## src/rtl/hunter_ook_pkg.sv

```systemverilog
// Shared types and default timing for the Hunter OOK frame receiver.
// Timing constants are in 12 MHz reference clock cycles.
package hunter_ook_pkg;

  localparam int CNT_W = 16;

  localparam int DEF_FRAME_BITS = 24;
  localparam int DEF_SHORT_MIN  = 3600;
  localparam int DEF_SHORT_MAX  = 6000;
  localparam int DEF_LONG_MIN   = 8400;
  localparam int DEF_LONG_MAX   = 10800;
  localparam int DEF_SYNC_MIN   = 60000;
  localparam int DEF_GLITCH     = 24;

  typedef enum logic [2:0] {
    IDLE,
    GAP,
    HIGH,
    LOW,
    DONE,
    ERR
  } state_t;

endpackage

```

## src/rtl/hunter_ook_rx_deglitch.sv

```systemverilog
// Two-flop synchroniser followed by a level filter: the output follows the
// synchronised input only after it has differed for GLITCH consecutive cycles.
module hunter_ook_deglitch #(
  parameter int GLITCH = 24
) (
  input  logic i_clk,
  input  logic i_rst,
  input  logic i_async,
  output logic o_level
);

  localparam int GW = (GLITCH < 2) ? 1 : $clog2(GLITCH + 1);

  logic          r_meta;
  logic          r_sync;
  logic          r_level;
  logic [GW-1:0] r_cnt;

  always_ff @(posedge i_clk) begin
    if (i_rst) begin
      r_meta  <= 1'b0;
      r_sync  <= 1'b0;
      r_level <= 1'b0;
      r_cnt   <= '0;
    end else begin
      r_meta <= i_async;
      r_sync <= r_meta;
      // Any return to the current level restarts the qualification window.
      if (r_sync == r_level) begin
        r_cnt <= '0;
      end else if (r_cnt == GW'(GLITCH - 1)) begin
        r_level <= r_sync;
        r_cnt   <= '0;
      end else begin
        r_cnt <= r_cnt + 1'b1;
      end
    end
  end

  assign o_level = r_level;

endmodule

```

## src/rtl/hunter_ook_rx.sv

```systemverilog
// Hunter remote OOK frame decoder: deglitch, pulse-width classify, assemble, hand off.
// Optional build macro HUNTER_OOK_RX_REPEAT_FILTER_EN delivers only repeated frames.
module hunter_ook_rx
  import hunter_ook_pkg::*;
#(
  parameter int FRAME_BITS = DEF_FRAME_BITS,
  parameter int SHORT_MIN  = DEF_SHORT_MIN,
  parameter int SHORT_MAX  = DEF_SHORT_MAX,
  parameter int LONG_MIN   = DEF_LONG_MIN,
  parameter int LONG_MAX   = DEF_LONG_MAX,
  parameter int SYNC_MIN   = DEF_SYNC_MIN,
  parameter int GLITCH     = DEF_GLITCH
) (
  input  logic                  ref_12mhz,
  input  logic                  rst,
  input  logic                  rx_data,
  output logic [FRAME_BITS-1:0] frame_data,
  output logic                  frame_valid,
  input  logic                  frame_ready,
  output logic                  frame_err,
  output logic                  overrun
);

  localparam int BW = $clog2(FRAME_BITS + 1);
  localparam logic [CNT_W:0] P_SHORT_MIN = (CNT_W + 1)'(SHORT_MIN);
  localparam logic [CNT_W:0] P_SHORT_MAX = (CNT_W + 1)'(SHORT_MAX);
  localparam logic [CNT_W:0] P_LONG_MIN  = (CNT_W + 1)'(LONG_MIN);
  localparam logic [CNT_W:0] P_LONG_MAX  = (CNT_W + 1)'(LONG_MAX);
  localparam logic [CNT_W:0] P_SYNC_MIN  = (CNT_W + 1)'(SYNC_MIN);

  logic                  w_lv;
  logic                  w_rise;
  logic                  w_fall;
  logic [CNT_W:0]        w_width;
  logic                  w_is_zero;
  logic                  w_is_one;
  logic                  w_deliver;

  logic                  r_lv_d;
  logic [CNT_W-1:0]      r_cnt;
  state_t                r_state;
  logic [BW-1:0]         r_bits;
  logic [FRAME_BITS-1:0] r_shift;

  hunter_ook_deglitch #(
    .GLITCH (GLITCH)
  ) u_deglitch (
    .i_clk   (ref_12mhz),
    .i_rst   (rst),
    .i_async (rx_data),
    .o_level (w_lv)
  );

  assign w_rise    = w_lv & ~r_lv_d;
  assign w_fall    = ~w_lv & r_lv_d;
  // Counter is cleared on the edge cycle, so +1 gives the full level duration.
  assign w_width   = {1'b0, r_cnt} + 1'b1;
  assign w_is_zero = (w_width >= P_SHORT_MIN) && (w_width <= P_SHORT_MAX);
  assign w_is_one  = (w_width >= P_LONG_MIN) && (w_width <= P_LONG_MAX);

  always_ff @(posedge ref_12mhz) begin
    if (rst) begin
      r_lv_d <= 1'b0;
      r_cnt  <= '0;
    end else begin
      r_lv_d <= w_lv;
      if (w_rise || w_fall) begin
        r_cnt <= '0;
      end else if (r_cnt != '1) begin
        r_cnt <= r_cnt + 1'b1;
      end
    end
  end

  always_ff @(posedge ref_12mhz) begin
    if (rst) begin
      r_state     <= IDLE;
      r_bits      <= '0;
      r_shift     <= '0;
      frame_data  <= '0;
      frame_valid <= 1'b0;
      frame_err   <= 1'b0;
      overrun     <= 1'b0;
    end else begin
      frame_err <= (r_state == ERR);
      if (frame_valid && frame_ready) begin
        frame_valid <= 1'b0;
      end
      case (r_state)
        IDLE: begin
          if (!w_lv) r_state <= GAP;
        end
        GAP: begin
          if (w_rise) begin
            if (w_width >= P_SYNC_MIN) begin
              r_state <= HIGH;
              r_bits  <= '0;
            end else begin
              r_state <= IDLE;
            end
          end
        end
        HIGH: begin
          if (w_fall) begin
            if (w_is_zero || w_is_one) begin
              r_shift <= {r_shift[FRAME_BITS-2:0], w_is_one};
              r_bits  <= r_bits + 1'b1;
              r_state <= (r_bits == BW'(FRAME_BITS - 1)) ? DONE : LOW;
            end else begin
              r_state <= ERR;
            end
          end else if (w_width > P_LONG_MAX) begin
            r_state <= ERR;
          end
        end
        LOW: begin
          if (w_rise) begin
            r_state <= HIGH;
          end else if (w_width > P_LONG_MAX) begin
            r_state <= ERR;
          end
        end
        DONE: begin
          if (w_deliver) begin
            if (!frame_valid || frame_ready) begin
              frame_data  <= r_shift;
              frame_valid <= 1'b1;
            end else begin
              overrun <= 1'b1;
            end
          end
          r_state <= GAP;
        end
        ERR: begin
          r_state <= GAP;
        end
        default: r_state <= IDLE;
      endcase
    end
  end

`ifdef HUNTER_OOK_RX_REPEAT_FILTER_EN
  localparam int LG_LIMIT = 4 * SYNC_MIN;
  localparam int LG_W     = $clog2(LG_LIMIT + 2);

  logic [FRAME_BITS-1:0] r_prev;
  logic                  r_prev_ok;
  logic                  r_suppress;
  logic [LG_W-1:0]       r_long;
  logic                  w_match;

  assign w_match   = r_prev_ok && (r_shift == r_prev);
  assign w_deliver = w_match && !r_suppress;

  always_ff @(posedge ref_12mhz) begin
    if (rst) begin
      r_prev     <= '0;
      r_prev_ok  <= 1'b0;
      r_suppress <= 1'b0;
      r_long     <= '0;
    end else begin
      // Separate wide counter: the 16-bit width counter cannot reach 4*SYNC_MIN.
      if (r_state == GAP && !w_lv) begin
        if (r_long <= LG_W'(LG_LIMIT)) r_long <= r_long + 1'b1;
      end else begin
        r_long <= '0;
      end
      if (r_state == DONE) begin
        r_prev     <= r_shift;
        r_prev_ok  <= 1'b1;
        r_suppress <= w_match;
      end else if (r_state == ERR) begin
        r_prev_ok  <= 1'b0;
        r_suppress <= 1'b0;
      end else if (r_long > LG_W'(LG_LIMIT)) begin
        r_suppress <= 1'b0;
      end
    end
  end
`else
  assign w_deliver = 1'b1;
`endif

endmodule

```

## config.mk

```make
export PLATFORM = sky130hd
export DESIGN_NAME = hunter_ook_rx
export DESIGN_NICKNAME = d
export VERILOG_FILES = /design/src/rtl/hunter_ook_pkg.sv /design/src/rtl/hunter_ook_rx_deglitch.sv /design/src/rtl/hunter_ook_rx.sv
export SDC_FILE = /design/constraint.sdc
export NUM_CORES = 1
export LEC_CHECK = 0
export BUFFER_PORTS_ARGS = -buffer_cell sky130_fd_sc_hd__buf_2
export CAP_MARGIN = 20
export CORE_ASPECT_RATIO = 1.2
export CORE_MARGIN = 10
export CORE_UTILIZATION = 56
export CTS_BUF_LIST = sky130_fd_sc_hd__clkbuf_8
export CTS_CLUSTER_SIZE = 12
export DETAILED_ROUTE_END_ITERATION = 7
export GPL_TIMING_DRIVEN = 0
export PLACE_DENSITY = 0.82
export SLEW_MARGIN = 20
export SYNTH_ARGS = -nofsm -noshare
export SYNTH_HDL_FRONTEND = slang
export SYNTH_HIERARCHICAL = 1
export SYNTH_SLANG_ARGS = --single-unit
```

## constraint.sdc

```tcl
create_clock -name ref_12mhz -period 3.4 [get_ports ref_12mhz]
set_clock_uncertainty 0.1 [all_clocks]
set_input_delay 0.34 -clock ref_12mhz [delete_from_list [all_inputs] [get_ports ref_12mhz]]
set_output_delay 0.34 -clock ref_12mhz [all_outputs]
set_load 0.01 [all_outputs]
```

Yosys cells after proc, flatten, opt, wreduce, memory -nomap -nowiden

Index checks and enable logic that the tools add are counted.

Add/subtract/negate cells: 4
$lt $le $gt $ge: 6
Equal/unequal tests: 14
Mux-type cells: 17
Bitwise operators: 6
Reductions and logical operators: 18

Operators with widths:

| kind                  | count |
|---|---|
| $mux 3                | 7 |
| $mux 5                | 4 |
| $add 16x1->17 const B | 1 |
| $ge 17x12->1 const B  | 1 |
| $ge 17x14->1 const B  | 1 |
| $ge 17x16->1 const B  | 1 |
| $gt 17x14->1 const B  | 1 |
| $le 17x13->1 const B  | 1 |
| $le 17x14->1 const B  | 1 |
| $add 16x1->16 const B | 1 |
| $ne 16x16->1 const B  | 1 |
| $pmux 3 s5            | 1 |
| $add 5x1->5 const B   | 2 |
| $eq 5x5->1 const B    | 2 |
| $ne 2x2->1 const B    | 5 |
| $pmux 5 s2            | 1 |
| $reduce_and 2->1      | 4 |
| $eq 3x2->1 const B    | 2 |
| $eq 3x3->1 const B    | 2 |
| $reduce_and 5->1      | 1 |
| $not 1->1             | 4 |
| $reduce_or 2->1       | 2 |
| $eq 3x1->1 const B    | 1 |
| $logic_and 1x1->1     | 3 |
| other kinds (10)      | 15 |

Flip-flop bits (word level): 84
Bits of input ports: 4
Output and inout port bits: 27

Logic depth before layout (Yosys ltp)

Gate-level depths: netlist of the first run.

Depth in word-level cells: 7
Gate-level depth with buffers: 13
Gate-level depth less buffers: 10

By module

The synthesis of the first run kept the hierarchy.

Modules (own cells, without submodules):

| module              | instances | cells each | area an instance (µm²) | seq. area each (µm²) |
|---|---|---|---|---|
| hunter_ook_rx       | 1         | 484        | 3878.7                 | 1521.5 |
| hunter_ook_deglitch | 1         | 29         | 299.0                  | 160.2 |

Worst setup path before layout of the first run

Ideal clock, no wire load.

Path type: flip-flop to flip-flop
From: register, netlist name r_cnt[1]
To: register r_shift[5]
Arrival time: 3.138 ns
Required time: 3.172 ns
Setup slack: 0.034 ns
Cell stages (with the launch flop): 13
Path buffers: 3
Clock period less this slack: 3.366 ns
Cell sequence: dfxtp_1 > ha_1 > buf_2 > nand3_1 > buf_2 > nor4_1 > o211ai_1 > or4_4 > a2111oi_4 > o211ai_2 > buf_4 > mux2i_1 > nor2_1

RTL lines:

| what                   | RTL line             | text |
|---|---|---|
| end signal: assignment | hunter_ook_rx.sv:106 | `r_shift <= {r_shift[FRAME_BITS-2:0], w_is_one};` |
| end: declaration       | hunter_ook_rx.sv:43  | `logic [FRAME_BITS-1:0] r_shift;` |

==> impl_metrics.yaml, run 1 <==
clock_network:
  hold_buffers: 0
  cts_max_level: 3
  cts_buffers: 9
  clkTransAtPathRegs_ps: 100
  cts_max_path_buffers: 2
  cts_root_buffer: "clkbuf_8"
  clock_sinks: 84
  cts_tree: "done"
  insertion_delay_ps: 370
die:
  die-area_sq_um: 11300
  start_util: 0.574
  num_rows: 34
  die-width_um: 98.8
  coreArea_sq_um: 7270
  ios: 31
  die_y_um: 115
power:
  p_leak_nw: 2.07
  internal-power_mw: 1.31
  power.switching_mw: 0.486
  p_per_area_nw_per_um2: 353
  sequentialPowerShare: 0.555
  sw_frac_of_total: 0.271
  power_frac_comb: 0.040
  vdd_drop_max_mv: 0.334
  pwr-share-clk: 0.405
critical_path:
  cp.required_ps: 3550
  startpoint_type: "flop"
  critPathMaxStageDelay_ps: 520
  cp_slowest_cell: "or4_4"
  endpoint_kind: "flop"
  worstPathArrival_ps: 3610
  cp_max_fo: 6
  crit_type: "reg -> reg"
  cp_cell_sequence: "buf_6 > and4_1 > buf_6 > nand3_2 > a2111oi_4 > nor2_1 > or4_4 > a2111oi_4 > buf_4 > o211ai_4 > clkbuf_16 > mux2i_2 > nor2_1"
job:
  max_cap_viol_count: 0
sta:
  setup_viol: 17
  fmax_mhz: 289
  setup-tns-final_ps: -383
  tightest_slew_ps: 660
  grt_setup_unrepaired: "true"
  drv_slew: 0
  fin_crit_sh: 1.02
  period_minus_slack_ps: 3460
  setup_slack_ps: -61.3
  hold_violations: 0
  max_slew_margin: 0.558
logic_synthesis:
  synth.area.top_cells: "dfxtp_1 (40%), nand2_1 (7.2%), a21oi_1 (6.3%)"
  yosys_most_used_dff: "dfxtp_1"
  synth_top_area_share: 0.403
  ys.warnings.count: 6
  syn_area_per_cell_sq_um: 8.14
  ys_seq_area_frac: 0.403
  synthesis.area_sq_um: 4180
  synth_seq_cells: 84
  syn_nets: 522
  synth.distinct_cells: 65
  syn-instance-count: 513
  synth_edf_count: 0
  synth_top_cell_by_area: "dfxtp_1"
  async_reset_ff_frac: 0
global_routing:
  grt_pass1_wl_mm: 18.0
  grt_pass1_vias: 3881
  grt-ovfl-total: 0
  grt_max_degree: 19
  grt_use_total: 0.186
  grt_antenna_before_repair: 0
place:
  dp_hpwl_mm: 7.05
  place.port_buffers: 30
  detailedPlace.worstSlack_ps: -479
  routabilityCongestion: 0.931
detailed_routing:
  vias: 3971
  wl_per_cell_um: 16.4
  drc: 0
  drt_wl_total_mm: 11.0
  ant_nets: 0
  via_per_inst: 5.94
  drt_first_pass_iters: 6
  drtIter0Drc: 284
hold_path:
  min_path_type: "in -> reg"
final_layout:
  final_util: 0.698
  synthToLayoutAreaGrowth_pct: 21.5
  num_antenna_cells: 0
  drive_gt1_frac: 0.202
  nNetsFinal: 583
run_status:
  status: "finished with violations"
  violations: "negative setup slack"
state kept, by name, summed over array words and instances (netlist names):
| signal | count |
|---|---|
| frame_data | 24 |
| r_shift | 24 |
| r_cnt | 16 |
| r_bits | 5 |
| u_deglitch/r_cnt | 5 |
| r_state | 3 |
| frame_err | 1 |
| frame_valid | 1 |
| overrun | 1 |
| r_lv_d | 1 |
| u_deglitch/o_level | 1 |
| u_deglitch/r_meta | 1 |
| u_deglitch/r_sync | 1 |
cells by family (layout without fill, tap and decap cells):
logic type                 Yosys count  count (layout)  synth area share
and+or+nand+nor                    230             230             0.274
AOI/OAI and AO/OA                  102             103             0.158
DFF                                 84              84             0.403
buffers and inverters               46             111            0.0461
muxes                               27              27            0.0650
xor gates and xnor gates            19              19            0.0398
adders and majority gates            5               5            0.0150
what timing repair did:
item	CTS	global route
setup endpoints to repair	32	32
setup buffers	8	10
resized for setup	22	39
pin swaps	5	15
gates cloned	2	1
per-stage QoR:
| step | total power, mW | instances | hold WS (ps) | instance area (sq um) |
|---|---|---|---|---|
| CTS | 1.78 | 658 | 84.6 | 4860 |
| global route | 1.84 | 669 | 111 | 5070 |
| floorplan | 1.06 | 513 | 312 | 4180 |
| global placement | 1.07 | 633 | 318 | 4440 |
| finish | 1.79 | 669 | 85.4 | 5070 |
| detailed placement | 1.07 | 633 | 333 | 4450 |
worst max-delay path: cells and delay by family, from the launching register on:
| kind | cells | cell delay (ps) |
|---|---|---|
| AOI/OAI and AO/OA | 3 | 1000 |
| and+or+nand+nor | 5 | 990 |
| buffers and inverters | 4 | 700 |
| DFF | 1 | 380 |
| muxes | 1 | 180 |
placed cells by master, fill, tap and decap left out, types with 3 or more instances in the layout:
cell	n
or3_1	4
a21oi_1	53
nor3b_1	5
nand3_1	11
inv_1	13
nor3_1	7
ha_1	4
xor2_1	6
buf_4	17
nand2_1	79
mux2i_1	22
nand4_1	8
a31oi_1	5
xnor2_1	11
nand3b_1	3
nor4_1	6
nand2b_1	12
and3_1	3
o21ai_0	8
and2_1	3
clkbuf_1	17
a22o_1	4
nor2b_1	3
or4_1	4
clkbuf_8	9
buf_2	34
o211ai_1	4
dfxtp_2	3
dfxtp_1	80
nor4_4	3
buf_6	7
nor2_1	57
mux2i_2	4
layout make-up:
class / count / area [sq um]
sequential: 84 / 1690
clock buffer: 9 / 124
fill: 542 / 2200
timing repair buffer: 50 / 343
multi-input combinational: 384 / 2490
inverter: 13 / 48.8
buffer: 32 / 193
clock inverter: 7 / 73.8
tap: 90 / 113
synth_stat cells (all sizes together) (6+ instances only):
cell	number
nor2	57
nand3	14
xor2	6
o21ai	11
buf	14
nor4	10
xnor2	13
nand2	80
nor3	8
mux2i	26
nand4	9
nor3b	6
inv	13
clkbuf	19
a21oi	53
dfxtp	84
nand2b	12
final timing paths:
check | start | endpoint | slack (ps) | depth (start not counted)
worst max-delay path | r_cnt[0]$_SDFFE_PP0N_ | r_shift[20]$_SDFFE_PP0P_ | -60 | 13
worst min-delay path | rx_data | u_deglitch/r_meta$_SDFF_PP0_ | 90 | 2
worst max register to register | r_cnt[0]$_SDFFE_PP0N_ | r_shift[20]$_SDFFE_PP0P_ | -60 | 13
worst min register to register | u_deglitch/r_meta$_SDFF_PP0_ | u_deglitch/r_sync$_SDFF_PP0_ | 350 | 1
per-layer routing:
layer / track usage / routed length [um]
met1: 0.213 / 4440
met2: 0.324 / 5710
met3: 0.0332 / 560
met4: 0.0938 / 288
met5: 0 / 0
power groups by stage:
stage               clock [mW]  sequential (mW)  combinational [mW]
floorplan                    0             1.02              0.0409
global placement             0             1.02              0.0537
detailed placement           0             1.02              0.0548
CTS                      0.727            0.992              0.0607
global route             0.766            0.996              0.0788
finish                   0.727            0.995              0.0717
No activity file was read; power rests on OpenSTA's default activity.
==> run 2: changes to the inputs <==
--- a/config.mk
+++ b/config.mk
@@ -15,6 +15,7 @@
 export DETAILED_ROUTE_END_ITERATION = 7
 export GPL_TIMING_DRIVEN = 0
 export PLACE_DENSITY = 0.82
+export RECOVER_POWER = 50
 export SLEW_MARGIN = 20
 export SYNTH_ARGS = -nofsm -noshare
 export SYNTH_HDL_FRONTEND = slang
==> impl_metrics.yaml, run 2 (synthesized netlist as in run 1, its figures left out) <==
run_status:
  status: "finished with violations"
  violations: "negative setup slack"
global_routing:
  grt_antenna_before_repair: 0
  grt_max_degree: 19
  grt_pass1_vias: 3881
  grt_use_total: 0.186
  grt-ovfl-total: 0
  grt_pass1_wl_mm: 18.0
sta:
  fin_crit_sh: 1.02
  hold_ws_ps: 85.7
  setup_slack_ps: -65.8
  max_slew_margin: 0.561
  hold_violations: 0
  drv_slew: 0
  setup-tns-final_ps: -434
  fmax_mhz: 289
  period_minus_slack_ps: 3470
  setup_viol: 19
  grt_setup_unrepaired: "true"
  tightest_slew_ps: 656
detailed_routing:
  via_per_inst: 5.95
  drtIter0Drc: 279
  vias: 3982
  ant_nets: 0
  drt_wl_total_mm: 11.0
  drc: 0
  wl_per_cell_um: 16.4
  drt_first_pass_iters: 5
final_layout:
  final_common_cell: "dfxtp_1"
  num_antenna_cells: 0
  reg_top3: "frame_data: 24 flops, r_shift: 24 flops, r_cnt: 16 flops"
  fillers: 563
  final_area_sq_um: 5040
  layout_common_cells: "dfxtp_1 (80), nand2_1 (79), nor2_1 (57)"
  synthToLayoutAreaGrowth_pct: 20.6
  drive_gt1_frac: 0.154
  final_util: 0.693
  nNetsFinal: 583
clock_network:
  cts_buffers: 9
  cts_max_level: 3
  insertion_delay_ps: 360
  clkTransAtPathRegs_ps: 100
  clock_sinks: 84
  cts_max_path_buffers: 2
  cts_root_buffer: "clkbuf_8"
  hold_buffers: 0
  cts_tree: "done"
power:
  vdd_drop_max_mv: 0.332
  p_total_mw: 1.79
  power_frac_comb: 0.040
  sequentialPowerShare: 0.555
  sw_frac_of_total: 0.270
  pwr-share-clk: 0.405
  power.switching_mw: 0.485
  p_leak_nw: 1.95
  internal-power_mw: 1.31
  p_per_area_nw_per_um2: 356
place:
  placedInstanceArea_sq_um: 4450
  place.port_buffers: 30
  dp_hpwl_mm: 7.05
  routabilityCongestion: 0.931
die:
  ios: 31
  die-area_sq_um: 11300
  die_y_um: 115
  die-width_um: 98.8
  start_util: 0.574
  coreArea_sq_um: 7270
  num_rows: 34
critical_path:
  cp_max_fo: 6
  crit_type: "reg -> reg"
  worstPathArrival_ps: 3610
  cp.required_ps: 3550
  endpoint_kind: "flop"
  startpoint_type: "flop"
job:
  max_cap_viol_count: 0
hold_path:
  min_path_type: "in -> reg"
==> run 2: power by group through the flow <==
stage | Sequential, mW | Combinational (mW) | Clock, mW
global placement | 1.02 | 0.0537 | 0
finish | 0.995 | 0.0716 | 0.726
detailed placement | 1.02 | 0.0548 | 0
floorplan | 1.02 | 0.0409 | 0
CTS | 0.992 | 0.0607 | 0.727
global route | 0.996 | 0.0786 | 0.766
==> run 2: layout make-up <==
cell class | count | area [sq um] | share of cell area
Buffer | 32 | 193 | 0.0382
Clock buffer | 9 | 124 | 0.0246
Clock inverter | 7 | 73.8 | 0.0146
Inverter | 13 | 48.8 | 0.00968
Multi-Input combinational cell | 384 | 2490 | 0.494
Sequential cell | 84 | 1690 | 0.335
Tap cell | 90 | 113 | 0.0223
Timing Repair Buffer | 50 | 308 | 0.0611
==> run 2: per-layer routing <==
layer	global-route usage	part of all wire	wire [um]	vias up
met1	0.213	0.40	4440	1891
met5	0	0	0	-
met4	0.0938	0.027	298	0
met2	0.324	0.52	5670	135
li1	-	-	-	1924
met3	0.0332	0.052	571	32
==> run 2: stage by stage <==
step | setup WS (ps) | cells
after floorplan | 34.2 | 513
after global routing | -227 | 669
after detailed placement | -479 | 633
final | -65.8 | 669
after global placement | -432 | 633
after CTS | 4.89 | 658
==> run 2: worst max-delay path, cell delays in order (launching register included) <==
cell and delay (ps):
dfxtp_2 380, buf_6 130, and4_1 200, buf_6 140, nand3_2 100, a2111oi_4 430
nor2_1 110, or4_4 520, a2111oi_4 410, buf_4 190, o211ai_4 160, clkbuf_16 250
mux2i_2 180, nor2_1 60
==> run 2: path summary, 6_finish.rpt <==
check | from | endpoint | slack, ps | cells past startpoint
max | r_cnt[0]$_SDFFE_PP0N_ | r_shift[20]$_SDFFE_PP0P_ | -70 | 13
min | rx_data | u_deglitch/r_meta$_SDFF_PP0_ | 90 | 2
max reg2reg | r_cnt[0]$_SDFFE_PP0N_ | r_shift[20]$_SDFFE_PP0P_ | -70 | 13
min reg2reg | u_deglitch/r_meta$_SDFF_PP0_ | u_deglitch/r_sync$_SDFF_PP0_ | 350 | 1
==> run 2: repair_timing <==
item                       in CTS  in global routing
setup endpoints to repair      32                 32
cloned                          2                  1
pin swaps                       5                 15
gates resized for setup        22                 39
setup buffers                   8                 10
